### config.mk
export PLATFORM = sky130hd
export DESIGN_NAME = acq_peak_search
export DESIGN_NICKNAME = d
export VERILOG_FILES = /design/src/rtl/acq_peak_search.sv
export SDC_FILE = /design/constraint.sdc
export NUM_CORES = 2
export LEC_CHECK = 0
export ABC_AREA = 1
export BUFFER_PORTS_ARGS = -buffer_cell sky130_fd_sc_hd__buf_2
export CAP_MARGIN = 20
export CORE_UTILIZATION = 26
export DETAILED_ROUTE_END_ITERATION = 8
export HOLD_SLACK_MARGIN = 0.05
export SYNTH_ARGS = -nofsm -noshare
export SYNTH_HDL_FRONTEND = slang
export SYNTH_SLANG_ARGS = --single-unit
### constraint.sdc
create_clock -name clk -period 7.95 [get_ports clk]
set_input_delay 0.795 -clock clk [delete_from_list [all_inputs] [get_ports clk]]
set_output_delay 0.795 -clock clk [all_outputs]
set_load 0.02 [all_outputs]
### src/rtl/acq_peak_search.sv
// Acquisition search: requests Doppler bins, streams correlation magnitudes, tracks peak and energy,
// then derives noise mean with a restoring divider and makes a ratio detection. ACQ_SECOND_PEAK_EN adds second-peak tracking.
module acq_peak_search #(
  parameter int                 MAG_W      = 32,
  parameter int                 PHASE_W    = 11,
  parameter int                 NUM_PHASES = 2046,
  parameter int                 BIN_W      = 8,
  parameter int                 NUM_BINS   = 41,
  parameter logic signed [15:0] DOPP_START = -16'sd10000,
  parameter int                 DOPP_STEP  = 500,
  parameter int                 EXCL       = 5,
  parameter int                 ACC_W      = 56
) (
  input  logic               clk,
  input  logic               rst_n,
  input  logic               start,
  input  logic               abort,
  input  logic [15:0]        thresh,
  output logic               bin_req_valid,
  input  logic               bin_req_ready,
  output logic [BIN_W-1:0]   bin_req_idx,
  output logic [15:0]        bin_req_freq,
  input  logic               mag_valid,
  output logic               mag_ready,
  input  logic [MAG_W-1:0]   mag_data,
  output logic               busy,
  output logic               done,
  output logic               detected,
  output logic [PHASE_W-1:0] code_phase,
  output logic [BIN_W-1:0]   doppler_bin,
  output logic [15:0]        doppler_freq,
  output logic [MAG_W-1:0]   peak,
  output logic [MAG_W-1:0]   noise_mean,
  output logic [MAG_W-1:0]   second_peak
);

  localparam int CNT_W = $clog2(ACC_W + 1);
  localparam logic [ACC_W-1:0] DIVISOR = ACC_W'(NUM_BINS * NUM_PHASES - 1);

  typedef enum logic [2:0] {IDLE, REQ, COLLECT, NEXT, DIV, DONE} state_t;
  state_t state;

  logic [ACC_W-1:0]   acc;
  logic [MAG_W-1:0]   run_peak;
  logic [PHASE_W-1:0] run_phase;
  logic [BIN_W-1:0]   run_bin;
  logic [15:0]        run_freq;
  logic [PHASE_W-1:0] phase_cnt;
  logic [ACC_W-1:0]   rem;
  logic [ACC_W-1:0]   quo;
  logic [CNT_W-1:0]   div_cnt;

  logic [ACC_W:0]       trial;
  logic                 trial_ge;
  logic [ACC_W-1:0]     rem_n;
  logic [ACC_W-1:0]     quo_n;
  logic [MAG_W-1:0]     noise_n;
  logic [MAG_W+15:0]    peak_sh;
  logic [MAG_W+15:0]    thr_prod;
  logic                 mag_last;

  // Circular phase distance strictly greater than the exclusion half-width.
  function automatic logic is_far(input logic [PHASE_W-1:0] a, input logic [PHASE_W-1:0] b);
    int d;
    d = (a > b) ? int'(a) - int'(b) : int'(b) - int'(a);
    if (NUM_PHASES - d < d) d = NUM_PHASES - d;
    return d > EXCL;
  endfunction

  // One restoring-division step; the final step's quotient feeds the result load directly.
  always_comb begin
    trial    = {rem, quo[ACC_W-1]};
    trial_ge = (trial >= {1'b0, DIVISOR});
    rem_n    = trial_ge ? ACC_W'(trial - {1'b0, DIVISOR}) : trial[ACC_W-1:0];
    quo_n    = {quo[ACC_W-2:0], trial_ge};
    noise_n  = quo_n[MAG_W-1:0];
    peak_sh  = {8'b0, run_peak, 8'b0};
    thr_prod = {{MAG_W{1'b0}}, thresh} * {16'b0, noise_n};
    mag_last = (phase_cnt == PHASE_W'(NUM_PHASES - 1));
  end

`ifdef ACQ_SECOND_PEAK_EN
  logic [MAG_W-1:0]   sec;
  logic [PHASE_W-1:0] sec_phase;
`else
  assign second_peak = '0;
`endif

  always_ff @(posedge clk or negedge rst_n) begin
    if (!rst_n) begin
      state         <= IDLE;
      busy          <= 1'b0;
      done          <= 1'b0;
      bin_req_valid <= 1'b0;
      mag_ready     <= 1'b0;
      bin_req_idx   <= '0;
      bin_req_freq  <= DOPP_START;
      phase_cnt     <= '0;
      acc           <= '0;
      run_peak      <= '0;
      run_phase     <= '0;
      run_bin       <= '0;
      run_freq      <= '0;
      rem           <= '0;
      quo           <= '0;
      div_cnt       <= '0;
      detected      <= 1'b0;
      code_phase    <= '0;
      doppler_bin   <= '0;
      doppler_freq  <= '0;
      peak          <= '0;
      noise_mean    <= '0;
`ifdef ACQ_SECOND_PEAK_EN
      sec           <= '0;
      sec_phase     <= '0;
      second_peak   <= '0;
`endif
    end else if (abort && state != IDLE) begin
      state         <= IDLE;
      busy          <= 1'b0;
      done          <= 1'b0;
      bin_req_valid <= 1'b0;
      mag_ready     <= 1'b0;
    end else begin
      case (state)
        IDLE: if (start) begin
          acc           <= '0;
          run_peak      <= '0;
          run_phase     <= '0;
          run_bin       <= '0;
          run_freq      <= '0;
          phase_cnt     <= '0;
          bin_req_idx   <= '0;
          bin_req_freq  <= DOPP_START;
`ifdef ACQ_SECOND_PEAK_EN
          sec           <= '0;
          sec_phase     <= '0;
`endif
          busy          <= 1'b1;
          bin_req_valid <= 1'b1;
          state         <= REQ;
        end
        REQ: if (bin_req_ready) begin
          bin_req_valid <= 1'b0;
          mag_ready     <= 1'b1;
          state         <= COLLECT;
        end
        COLLECT: if (mag_valid) begin
          acc <= acc + ACC_W'(mag_data);
          if (mag_data > run_peak) begin
            run_peak  <= mag_data;
            run_phase <= phase_cnt;
            run_bin   <= bin_req_idx;
            run_freq  <= bin_req_freq;
          end
`ifdef ACQ_SECOND_PEAK_EN
          if (mag_data > run_peak) begin
            if (is_far(run_phase, phase_cnt)) begin
              sec       <= run_peak;
              sec_phase <= run_phase;
            end else if (!is_far(sec_phase, phase_cnt)) begin
              sec <= '0;
            end
          end else if (is_far(run_phase, phase_cnt) && mag_data > sec) begin
            sec       <= mag_data;
            sec_phase <= phase_cnt;
          end
`endif
          phase_cnt <= phase_cnt + PHASE_W'(1);
          if (mag_last) begin
            mag_ready <= 1'b0;
            state     <= NEXT;
          end
        end
        NEXT: if (bin_req_idx == BIN_W'(NUM_BINS - 1)) begin
          rem     <= '0;
          quo     <= acc - ACC_W'(run_peak);
          div_cnt <= '0;
          state   <= DIV;
        end else begin
          bin_req_idx   <= bin_req_idx + BIN_W'(1);
          bin_req_freq  <= bin_req_freq + 16'(DOPP_STEP);
          phase_cnt     <= '0;
          bin_req_valid <= 1'b1;
          state         <= REQ;
        end
        DIV: begin
          rem     <= rem_n;
          quo     <= quo_n;
          div_cnt <= div_cnt + CNT_W'(1);
          if (div_cnt == CNT_W'(ACC_W - 1)) begin
            detected     <= (peak_sh > thr_prod);
            code_phase   <= run_phase;
            doppler_bin  <= run_bin;
            doppler_freq <= run_freq;
            peak         <= run_peak;
            noise_mean   <= noise_n;
`ifdef ACQ_SECOND_PEAK_EN
            second_peak  <= sec;
`endif
            done         <= 1'b1;
            state        <= DONE;
          end
        end
        DONE: begin
          done  <= 1'b0;
          busy  <= 1'b0;
          state <= IDLE;
        end
        default: state <= IDLE;
      endcase
    end
  end

endmodule
==> results.toml <==
[logic_synthesis]
avgSynthCellArea_sq_um = 7.15
synth_top_family_by_area = "adder cells"
yosysTopAreaCell = "dfrtp_1"
ys_seq_area_share_pct = 22.6
synth_xor_area_share_pct = 1.53
yosys.area_share.adder_pct = 27.8
netlist_top_cells_area = "dfrtp_1 (22%), fa_1 (20%), nand2_1 (16%)"
synth-compound-area-share_pct = 10.1
netlist_instances = 5852
synthDistinctLibCells = 67
synth.top_cell.area_share_pct = 22.1
yosys.area_share.simple_pct = 26.1
synthMuxAreaShare_pct = 0.0239
yosys_warnings = 0
synth_edf_count = 0
synth.cell_area_sq_um = 41800
synth_top_flop_cell = "dfrtp_1"
ys_seq_elements = 377
async_flop_share_pct = 100

[final_layout]
num-nets-final = 6755
final_area_sq_um = 47600
drive_above_1_share_pct = 8.63
multi_input_area_sq_um = 27700
regArea_sq_um = 9450
fin_util_pct = 29.9
area_delta_synth_final_pct = 13.8
num-fill-cells = 17400
final_cells = 8211

[floorplan]
dieArea_sq_um = 162000
start_util_pct = 26.3
rows = 146
core_area_sq_um = 159000
die_y_um = 403
die-width_um = 403
io_pins = 214

[cts]
clock_latency_ns = 0.68
htree_levels = 2
clk_pin_slew_ns = 0.07
hold_buffers = 0
cts_tree = "done"
cts.sinks = 377
cts.path.max_buffers = 3
cts-root-buf = "clkbuf_16"
cts_buffers = 48

[place]
dpl.hpwl_mm = 123
gp_congestion = 0.996
port_buffers = 177
dpl_cell_area_sq_um = 45700
dpl.cell_count = 8119

[detailed_routing]
via_count = 39100
final_antenna_net_count = 0
drc = 0
drt_iter0_markers = 2931
dr.pass1.iters = 6
wire_per_inst_um = 18.4
wirelength_mm = 151
vias_per_cell = 4.76

[critical_path]
crit_type = "register to register"
slowest_stage = "dfrtp_1"
cp_slowest_stage_delay_ns = 0.97
cp-end-kind = "register"
arrival_ns = 8.22
cp_max_fo = 16
worstPathRequired_ns = 8.54
crit_top_cell = "nand2_1"
critPathLaunchType = "register"

[timing]
finalMaxSlewViolations = 0
tightest_slew_ns = 1.06
setup_tns_ns = 0
timing.slew.headroom_pct = 29.4
post-route-min-period_ns = 7.64
min_period_over_period_pct = 96.1
setup-violations-final = 0
hold_viol = 0
fin_skew_ns = 0.0581
max_freq_mhz = 131

[grt]
grt_use_met2_pct = 29.8
use_met1_pct = 25.6
grt_antenna_before_repair = 20
grt_max_degree = 88
grt_pass1_wl_mm = 234
met3_usage_pct = 2.84
busiest_layer = "met2"
grt_pass1_vias = 38700
track_usage_pct = 18.6
grt_overflow = 0

[hold_path]
hold_path.class = "primary input to async pin"

[flow_run]
cap_viol_max_count = 0

[status]
status = "finished, final reports clean"
## layer usage
metal / part of all wire [%] / vias up
met4: 3.3 / 16
met3: 7.1 / 243
met5: 0.068 / -
met1: 45 / 19100
met2: 45 / 1377
li1: - / 18400
## placed cells by master, fill, tap and decap left out, drive strengths merged, types with 21 or more instances in the layout
| cell | n |
|---|---|
| a21oi | 261 |
| a31oi | 21 |
| buf | 338 |
| clkbuf | 59 |
| conb | 36 |
| dfrtp | 369 |
| fa | 420 |
| ha | 256 |
| inv | 1015 |
| nand2 | 1744 |
| nand3 | 216 |
| nand4 | 64 |
| nor2 | 530 |
| nor3 | 75 |
| nor4 | 21 |
| o21ai | 389 |
| o22ai | 24 |
| xnor2 | 32 |
| xor2 | 41 |
## cells by family (layout without fill, tap and decap cells)
kind of cell             count (synthesis)  in the layout
flip-flops                             377            377
adder cells (fa/ha/maj)                676            676
buffers and inverters                 1260           1436
XOR/XNOR                                73             73
multiplexers                             1              1
AO/OA/AOI/OAI                          779            779
AND/OR/NAND/NOR                       2685           2685
other                                    1             38
## sequential cells by signal (all words and copies together) (netlist names)
| name | flops |
|---|---|
| run_freq | 14 |
| rem | 56 |
| code_phase | 11 |
| acc | 56 |
| peak | 32 |
| noise_mean | 32 |
| phase_cnt | 11 |
| quo | 56 |
| run_phase | 11 |
| detected | 1 |
| bin_req_valid | 1 |
| mag_ready | 1 |
| doppler_bin | 8 |
| done | 1 |
| bin_req_idx | 8 |
| doppler_freq | 14 |
| busy | 1 |
| div_cnt | 6 |
| state | 3 |
| run_peak | 32 |
| run_bin | 8 |
| bin_req_freq | 14 |
## synthesized netlist by cell type, types with 32 or more instances
cell type     n
dfrtp_1     369
fa_1        420
buf_4        45
ha_1        256
buf_2        44
xor2_1       41
nand3_1     214
xnor2_1      32
inv_1       995
nor3_1       70
clkbuf_1    144
nand2_1    1736
a21oi_1     260
o21ai_0     366
nor2_1      514
nand4_1      64
## stage by stage
step                hold slack [ns]  worst slack, ns
finish                        0.115            0.314
global route                  0.139          -0.0443
CTS                           0.136           0.0263
detailed placement            0.460           0.0291
global placement              0.456           0.0271
floorplan                     0.442            0.711
## worst paths after layout
check	from	end	slack, ns	cells after the start
setup / recovery	quo[6]	detected	0.31	30
hold / removal	rst_n	noise_mean[31]	0.12	1
setup reg to reg	quo[6]	detected	0.31	30
hold reg to reg	noise_mean[14]	noise_mean[14]	0.47	2
max in group asynchronous	rst_n	peak[9]	5.86	3
min in group clk	mag_data[30]	run_peak[30]	0.46	3
## cell type report
| type | instances | area share, % |
|---|---|---|
| repair buffers | 338 | 4.61 |
| clock buffers | 59 | 2.78 |
| inverters | 1010 | 7.98 |
| flip-flops and latches | 377 | 19.8 |
| clock inverters | 29 | 0.952 |
| diodes | 2 | 0.0105 |
| well taps | 2146 | 5.64 |
| multi-input cells | 4250 | 58.2 |
## timing repair
action                     4_1_cts  5_1_grt
pin swaps                        0        7
gates resized for setup          1       31
setup endpoints to repair        1        1
buffers inserted                 0        2
## critical path: cells and delay by family (launching register included)
kind | cells | cell delay [ns]
fa+ha+maj | 8 | 3.98
flops | 1 | 0.97
xor+xnor | 1 | 0.16
buf+inv | 2 | 0.12
compound gates | 2 | 0.31
simple gates | 17 | 2.00
Power is left out: the tool's default activity adds up to more than one toggle a clock period on the data nets, which glitch-free logic cannot reach.
